## config.mk

```make
export PLATFORM = sky130hd
export DESIGN_NAME = uart_rx_ctrl
export DESIGN_NICKNAME = d
export VERILOG_FILES = /design/src/rtl/uart_rx_pkg.sv /design/src/rtl/uart_rx_ctrl_data_sampling.sv /design/src/rtl/uart_rx_ctrl.sv
export SDC_FILE = /design/constraint.sdc
export NUM_CORES = 1
export LEC_CHECK = 0
export CAP_MARGIN = 5
export CORE_AREA = 2 2 98 72
export DETAILED_ROUTE_END_ITERATION = 7
export DIE_AREA = 0 0 100 74
export GPL_TIMING_DRIVEN = 0
export PLACE_DENSITY_LB_ADDON = 0.15
export SLEW_MARGIN = 5
export SYNTH_ARGS = -nofsm -noshare
export SYNTH_HDL_FRONTEND = slang
export SYNTH_SLANG_ARGS = --single-unit
```

## constraint.sdc

```tcl
create_clock -name clk -period 2.2 [get_ports clk]
set_input_delay 0.44 -clock clk [delete_from_list [all_inputs] [get_ports clk]]
set_output_delay 0.44 -clock clk [all_outputs]
set_load 0.05 [all_outputs]
```

## src/rtl/uart_rx_pkg.sv

```systemverilog
// Shared receiver definitions: FSM state encoding and legal oversampling ratios.
package uart_rx_pkg;

  typedef enum logic [2:0] {
    ST_IDLE,
    ST_START,
    ST_DATA,
    ST_PARITY,
    ST_STOP
  } rx_state_e;

  localparam logic [5:0] PRESC_8  = 6'd8;
  localparam logic [5:0] PRESC_16 = 6'd16;
  localparam logic [5:0] PRESC_32 = 6'd32;

  // Anything but 16 or 32 falls back to the smallest ratio.
  function automatic logic [5:0] legal_prescale(input logic [5:0] p);
    return (p == PRESC_16 || p == PRESC_32) ? p : PRESC_8;
  endfunction

endpackage

```

## src/rtl/uart_rx_ctrl_data_sampling.sv

```systemverilog
// Three-point majority voter: samples RX_IN around mid-bit and registers the vote.
module data_sampling
  import uart_rx_pkg::*;
(
  input  logic       clk,
  input  logic       reset,
  input  logic       RX_IN,
  input  logic [5:0] half_i,
  input  logic [5:0] edge_cnt_i,
  output logic       sampled_bit_o
);

  logic [1:0] smp_q;
  logic       bit_q;

  // The third sample is taken live so the vote lands on the following cycle.
  always_ff @(posedge clk or negedge reset) begin
    if (!reset) begin
      smp_q <= 2'b11;
      bit_q <= 1'b1;
    end else begin
      if (edge_cnt_i == half_i - 6'd1) smp_q[0] <= RX_IN;
      if (edge_cnt_i == half_i)        smp_q[1] <= RX_IN;
      if (edge_cnt_i == half_i + 6'd1)
        bit_q <= (smp_q[0] & smp_q[1]) | (smp_q[0] & RX_IN) | (smp_q[1] & RX_IN);
    end
  end

  assign sampled_bit_o = bit_q;

endmodule

```

## src/rtl/uart_rx_ctrl.sv

```systemverilog
// Oversampled UART receive controller: bit/edge counters, frame FSM and strobes.
// Define UART_RX_STRT_GLITCH_EN to reject start bits that vote high at mid-bit.
module uart_rx_ctrl
  import uart_rx_pkg::*;
#(
  parameter int DATA_WIDTH = 8
) (
  input  logic                  clk,
  input  logic                  reset,
  input  logic                  RX_IN,
  input  logic [5:0]            Prescale,
  input  logic                  PAR_EN,
  input  logic                  par_err,
  output logic                  sampled_bit,
  output logic                  par_chk_en,
  output logic [DATA_WIDTH-1:0] P_DATA,
  output logic                  data_valid,
  output logic                  stp_err
);

  localparam int            BW     = (DATA_WIDTH > 1) ? $clog2(DATA_WIDTH) : 1;
  localparam logic [BW-1:0] B_LAST = BW'(DATA_WIDTH - 1);

  rx_state_e             state_q, state_d;
  logic [5:0]            e_q, e_d, p_q, p_d;
  logic [BW-1:0]         b_q, b_d;
  logic                  par_en_q, par_en_d;
  logic [DATA_WIDTH-1:0] data_q, data_d;
  logic                  stp_q, stp_d, chk_q, chk_d, dv_q, dv_d;
  logic [5:0]            half;
  logic                  e_last, e_prelast, e_vote, e_use;

  assign half      = {1'b0, p_q[5:1]};
  assign e_last    = (e_q == p_q - 6'd1);
  assign e_prelast = (e_q == p_q - 6'd2);
  assign e_vote    = (e_q == half + 6'd1);
  assign e_use     = (e_q == half + 6'd2);

  data_sampling u_sampler (
    .clk           (clk),
    .reset         (reset),
    .RX_IN         (RX_IN),
    .half_i        (half),
    .edge_cnt_i    (e_q),
    .sampled_bit_o (sampled_bit)
  );

  always_comb begin
    state_d  = state_q;
    e_d      = e_q + 6'd1;
    b_d      = b_q;
    p_d      = p_q;
    par_en_d = par_en_q;
    data_d   = data_q;
    stp_d    = stp_q;
    chk_d    = 1'b0;
    dv_d     = 1'b0;
    case (state_q)
      // The cycle that first sees the line low is E=0 of the start bit.
      ST_IDLE: begin
        e_d = 6'd0;
        if (!RX_IN) begin
          state_d  = ST_START;
          e_d      = 6'd1;
          p_d      = legal_prescale(Prescale);
          par_en_d = PAR_EN;
          stp_d    = 1'b0;
        end
      end
      ST_START: begin
        if (e_last) begin
          state_d = ST_DATA;
          e_d     = 6'd0;
          b_d     = '0;
        end
`ifdef UART_RX_STRT_GLITCH_EN
        if (e_use && sampled_bit) begin
          state_d = ST_IDLE;
          e_d     = 6'd0;
        end
`endif
      end
      ST_DATA: begin
        if (e_use) data_d = {sampled_bit, data_q[DATA_WIDTH-1:1]};
        if (e_last) begin
          e_d = 6'd0;
          if (b_q == B_LAST) state_d = par_en_q ? ST_PARITY : ST_STOP;
          else               b_d = b_q + BW'(1);
        end
      end
      ST_PARITY: begin
        chk_d = e_vote;
        if (e_last) begin
          state_d = ST_STOP;
          e_d     = 6'd0;
        end
      end
      ST_STOP: begin
        if (e_use) stp_d = ~sampled_bit;
        // Decided one cycle early so the strobe sits on the last edge of the frame.
        if (e_prelast) dv_d = ~stp_d & (~par_en_q | ~par_err);
        if (e_last) begin
          e_d = 6'd0;
          if (!RX_IN) begin
            state_d  = ST_START;
            p_d      = legal_prescale(Prescale);
            par_en_d = PAR_EN;
            stp_d    = 1'b0;
          end else begin
            state_d = ST_IDLE;
          end
        end
      end
      default: begin
        state_d = ST_IDLE;
        e_d     = 6'd0;
      end
    endcase
  end

  always_ff @(posedge clk or negedge reset) begin
    if (!reset) begin
      state_q  <= ST_IDLE;
      e_q      <= 6'd0;
      b_q      <= '0;
      p_q      <= PRESC_8;
      par_en_q <= 1'b0;
      data_q   <= '0;
      stp_q    <= 1'b0;
      chk_q    <= 1'b0;
      dv_q     <= 1'b0;
    end else begin
      state_q  <= state_d;
      e_q      <= e_d;
      b_q      <= b_d;
      p_q      <= p_d;
      par_en_q <= par_en_d;
      data_q   <= data_d;
      stp_q    <= stp_d;
      chk_q    <= chk_d;
      dv_q     <= dv_d;
    end
  end

  assign P_DATA     = data_q;
  assign stp_err    = stp_q;
  assign par_chk_en = chk_q;
  assign data_valid = dv_q;

endmodule

```

==> out/results.ini <==
[setup_path]
reg2reg_slack_ns = 0.06
cp-start-kind = register
critPathArrivalTime_ns = 2.31
crit_type = register to register
reg2reg_depth = 9
r2r-end = p_q[5]
cp.required_ns = 2.37
r2r_start = p_q[2]
crit_fanout = 8
worstSetupEndpointType = register

[drt]
drt_pre_antenna_iters = 4
final_antenna_net_count = 0
drt-total-wl_um = 4790
viasPerCell = 4.75
drt_iter0_markers = 80
wire_per_inst_um = 14.1
drc = 0
vias = 1609

[floorplanning]
row_count = 25
die_x_um = 100
io_pins = 23
core_area_sq_mm = 0.00651
die_y_um = 74
start_util_pct = 33.8
die-area_sq_mm = 0.00740

[logic_synthesis]
synth-edff-count = 0
netlist_top_cells_count = dfrtp_1, xnor2_1, nor2_1
yosys_warnings = 0
async_flop_share_pct = 100
synth_cells = 213
yosysMostFrequentCell = dfrtp_1
synth_top_area_share_pct = 33.0
synth_top_cell_by_area = dfrtp_1
synth-seq-cells = 33
avgSynthCellArea_sq_um = 10.3
syn_area_sq_mm = 0.00220
synthDistinctLibCells = 55
synthFlopType = dfrtp_1
synth_area_leaders = dfrtp_1, xnor2_1, ha_1
syn_nets = 234
synth_seq_area_share_pct = 37.8

[timing]
layout_setup_ws_ns = 0.0630
period_share_pct = 97.1
final_max_slew_viol_count = 0
rsz0062_at_grt = true
skew_ns = 0.00434
slew_headroom_pct = 48.6
worst_slew_pin_slew_ns = 0.770
period_needed_ns = 2.14
finalSetupViolations = 0
tns_ns = 0
fmax_mhz = 468
hold_viol = 0

[global_routing]
grt_max_degree = 34
track_usage_pct = 14.1
grt_pass1_wl_um = 7960
grt_pass1_vias = 1545
antenna_found_initial = 0
grt.overflow.total = 0

[layout]
final_cell_area_sq_mm = 0.00286
layout.nets = 278
final_util_pct = 43.9
layout-drive-gt1-share_pct = 26.4
fin_cells = 339
antennaDiodeCount = 0
fillers = 639
ff_latch_area_sq_um = 833
area_growth_pct = 29.9
multi_input_area_sq_mm = 0.00136

[power_and_ir_drop]
power_density_mw_per_mm2 = 887
switchingPower_uw = 1000
power_leakage_uw = 0.00122
sequentialPowerShare_pct = 33.5
swShare_pct = 39.7
p_comb_share_pct = 48.5
intPower_uw = 1530
ir_drop_mv = 0.367
clockPowerShare_pct = 18.0

[cts]
htreeDepth = 2
clk_path_buf_depth = 2
path_clk_slew_ns = 0.07
cts_buffers = 5
clock_latency_ns = 0.29
ctsHoldBuffers = 0
numClockSinks = 33
cts_tree = done
clockRootBuffer = clkbuf_8

[place]
io_buffers = 22
dp_worst_setup_slack_ns = -0.393
dpl_cell_area_sq_mm = 0.00256
place_congestion = 0.834
hpwl_um = 3400
place_inst = 316

[min_path]
hold_class = input port to asynchronous set/reset pin

[run]
drv_cap = 0

[status]
status = completed

metrics by stage:
stage                     total power [uW]  hold slack, ns
after CTS                             2530           0.264
after detailed placement              1960           0.479
after global routing                  2720           0.290
after global placement                1970           0.471
final                                 2530           0.226
after floorplan                       1700           0.144
sequential cells by signal, indices dropped and copies added (netlist names):
| register | flops |
|---|---|
| P_DATA | 8 |
| b_q | 3 |
| data_valid | 1 |
| e_q | 6 |
| p_q | 6 |
| par_chk_en | 1 |
| par_en_q | 1 |
| state_q | 3 |
| stp_err | 1 |
| u_sampler.sampled_bit_o | 1 |
| u_sampler.smp_q | 2 |
layout by cell type (no fill, tap or decap), drive strengths merged, types with 3 or more instances in the layout:
master	synthesis	routed
and2	4	4
xor2	11	11
nor3	3	3
mux2	14	14
a21oi	5	5
dfrtp	29	29
and3	3	3
o21ai	5	5
xnor2	21	21
ha	10	10
mux2i	6	6
nor2b	4	4
nand3	9	9
dfstp	4	4
nand2	10	10
nor2	14	14
clkbuf	4	10
buf	9	25
clkdlybuf4s50	0	21
inv	12	12
o22ai	3	3
final cells by class:
class	count	share of cell area (%)
plain buffers	12	3.33
repair buffers	38	11.7
inverters	12	1.67
well taps	81	3.55
clock inverters	2	0.351
clock buffers	6	2.54
multi-input cells	155	47.6
flip-flops and latches	33	29.2
worst max path at each step:
| stage | start | to | slack [ns] | cells past startpoint |
|---|---|---|---|---|
| finish | p_q[2] | p_q[5] | 0.06 | 9 |
| global route | p_q[3] | u_sampler.smp_q[0] | -0.03 | 9 |
| CTS | p_q[3] | P_DATA[2] | 0.01 | 8 |
| detailed placement | p_q[3] | u_sampler.smp_q[0] | -0.39 | 9 |
| global placement | p_q[3] | u_sampler.smp_q[0] | -0.37 | 9 |
| floorplan | p_q[1] | b_q[0] | -0.02 | 9 |
power groups by stage:
stage / sequential [uW] / combinational (uW) / clock, uW
after detailed placement: 860 / 1100 / 0
final: 849 / 1230 / 455
after global routing: 872 / 1340 / 500
after global placement: 858 / 1110 / 0
after floorplan: 891 / 813 / 0
after CTS: 849 / 1210 / 476
repair_timing:
action / 4_1_cts / 5_1_grt
gates resized for setup: 14 / 8
setup buffers: 11 / 5
endpoints found under the setup margin: 19 / 13
pin swaps: 10 / 8
per-layer routing:
metal	global-route usage (%)	part of all wire (%)	vias up
li1	-	-	828
met1	22.0	56	764
met2	19.3	40	12
met3	2.82	2.1	5
met4	5.02	1.5	0
met5	0	0	-
worst max-delay path, stage by stage (launching register included):
cell       delay (ns)
dfrtp_2          0.47
inv_4            0.09
ha_4             0.17
nor3b_4          0.25
nand2_2          0.10
xor2_2           0.18
o2111ai_4        0.15
a21o_1           0.20
buf_6            0.14
mux2_4           0.29
logic make-up after synthesis:
logic type	after synthesis	share of synthesized area (%)
AO/OA/AOI/OAI	29	10.0
XOR/XNOR	32	13.8
buffers and inverters	25	5.86
multiplexers	20	10.4
AND/OR/NAND/NOR	63	16.0
adder cells (fa/ha/maj)	11	6.15
flip-flops	33	37.8
(Power assumes the default switching activity.)
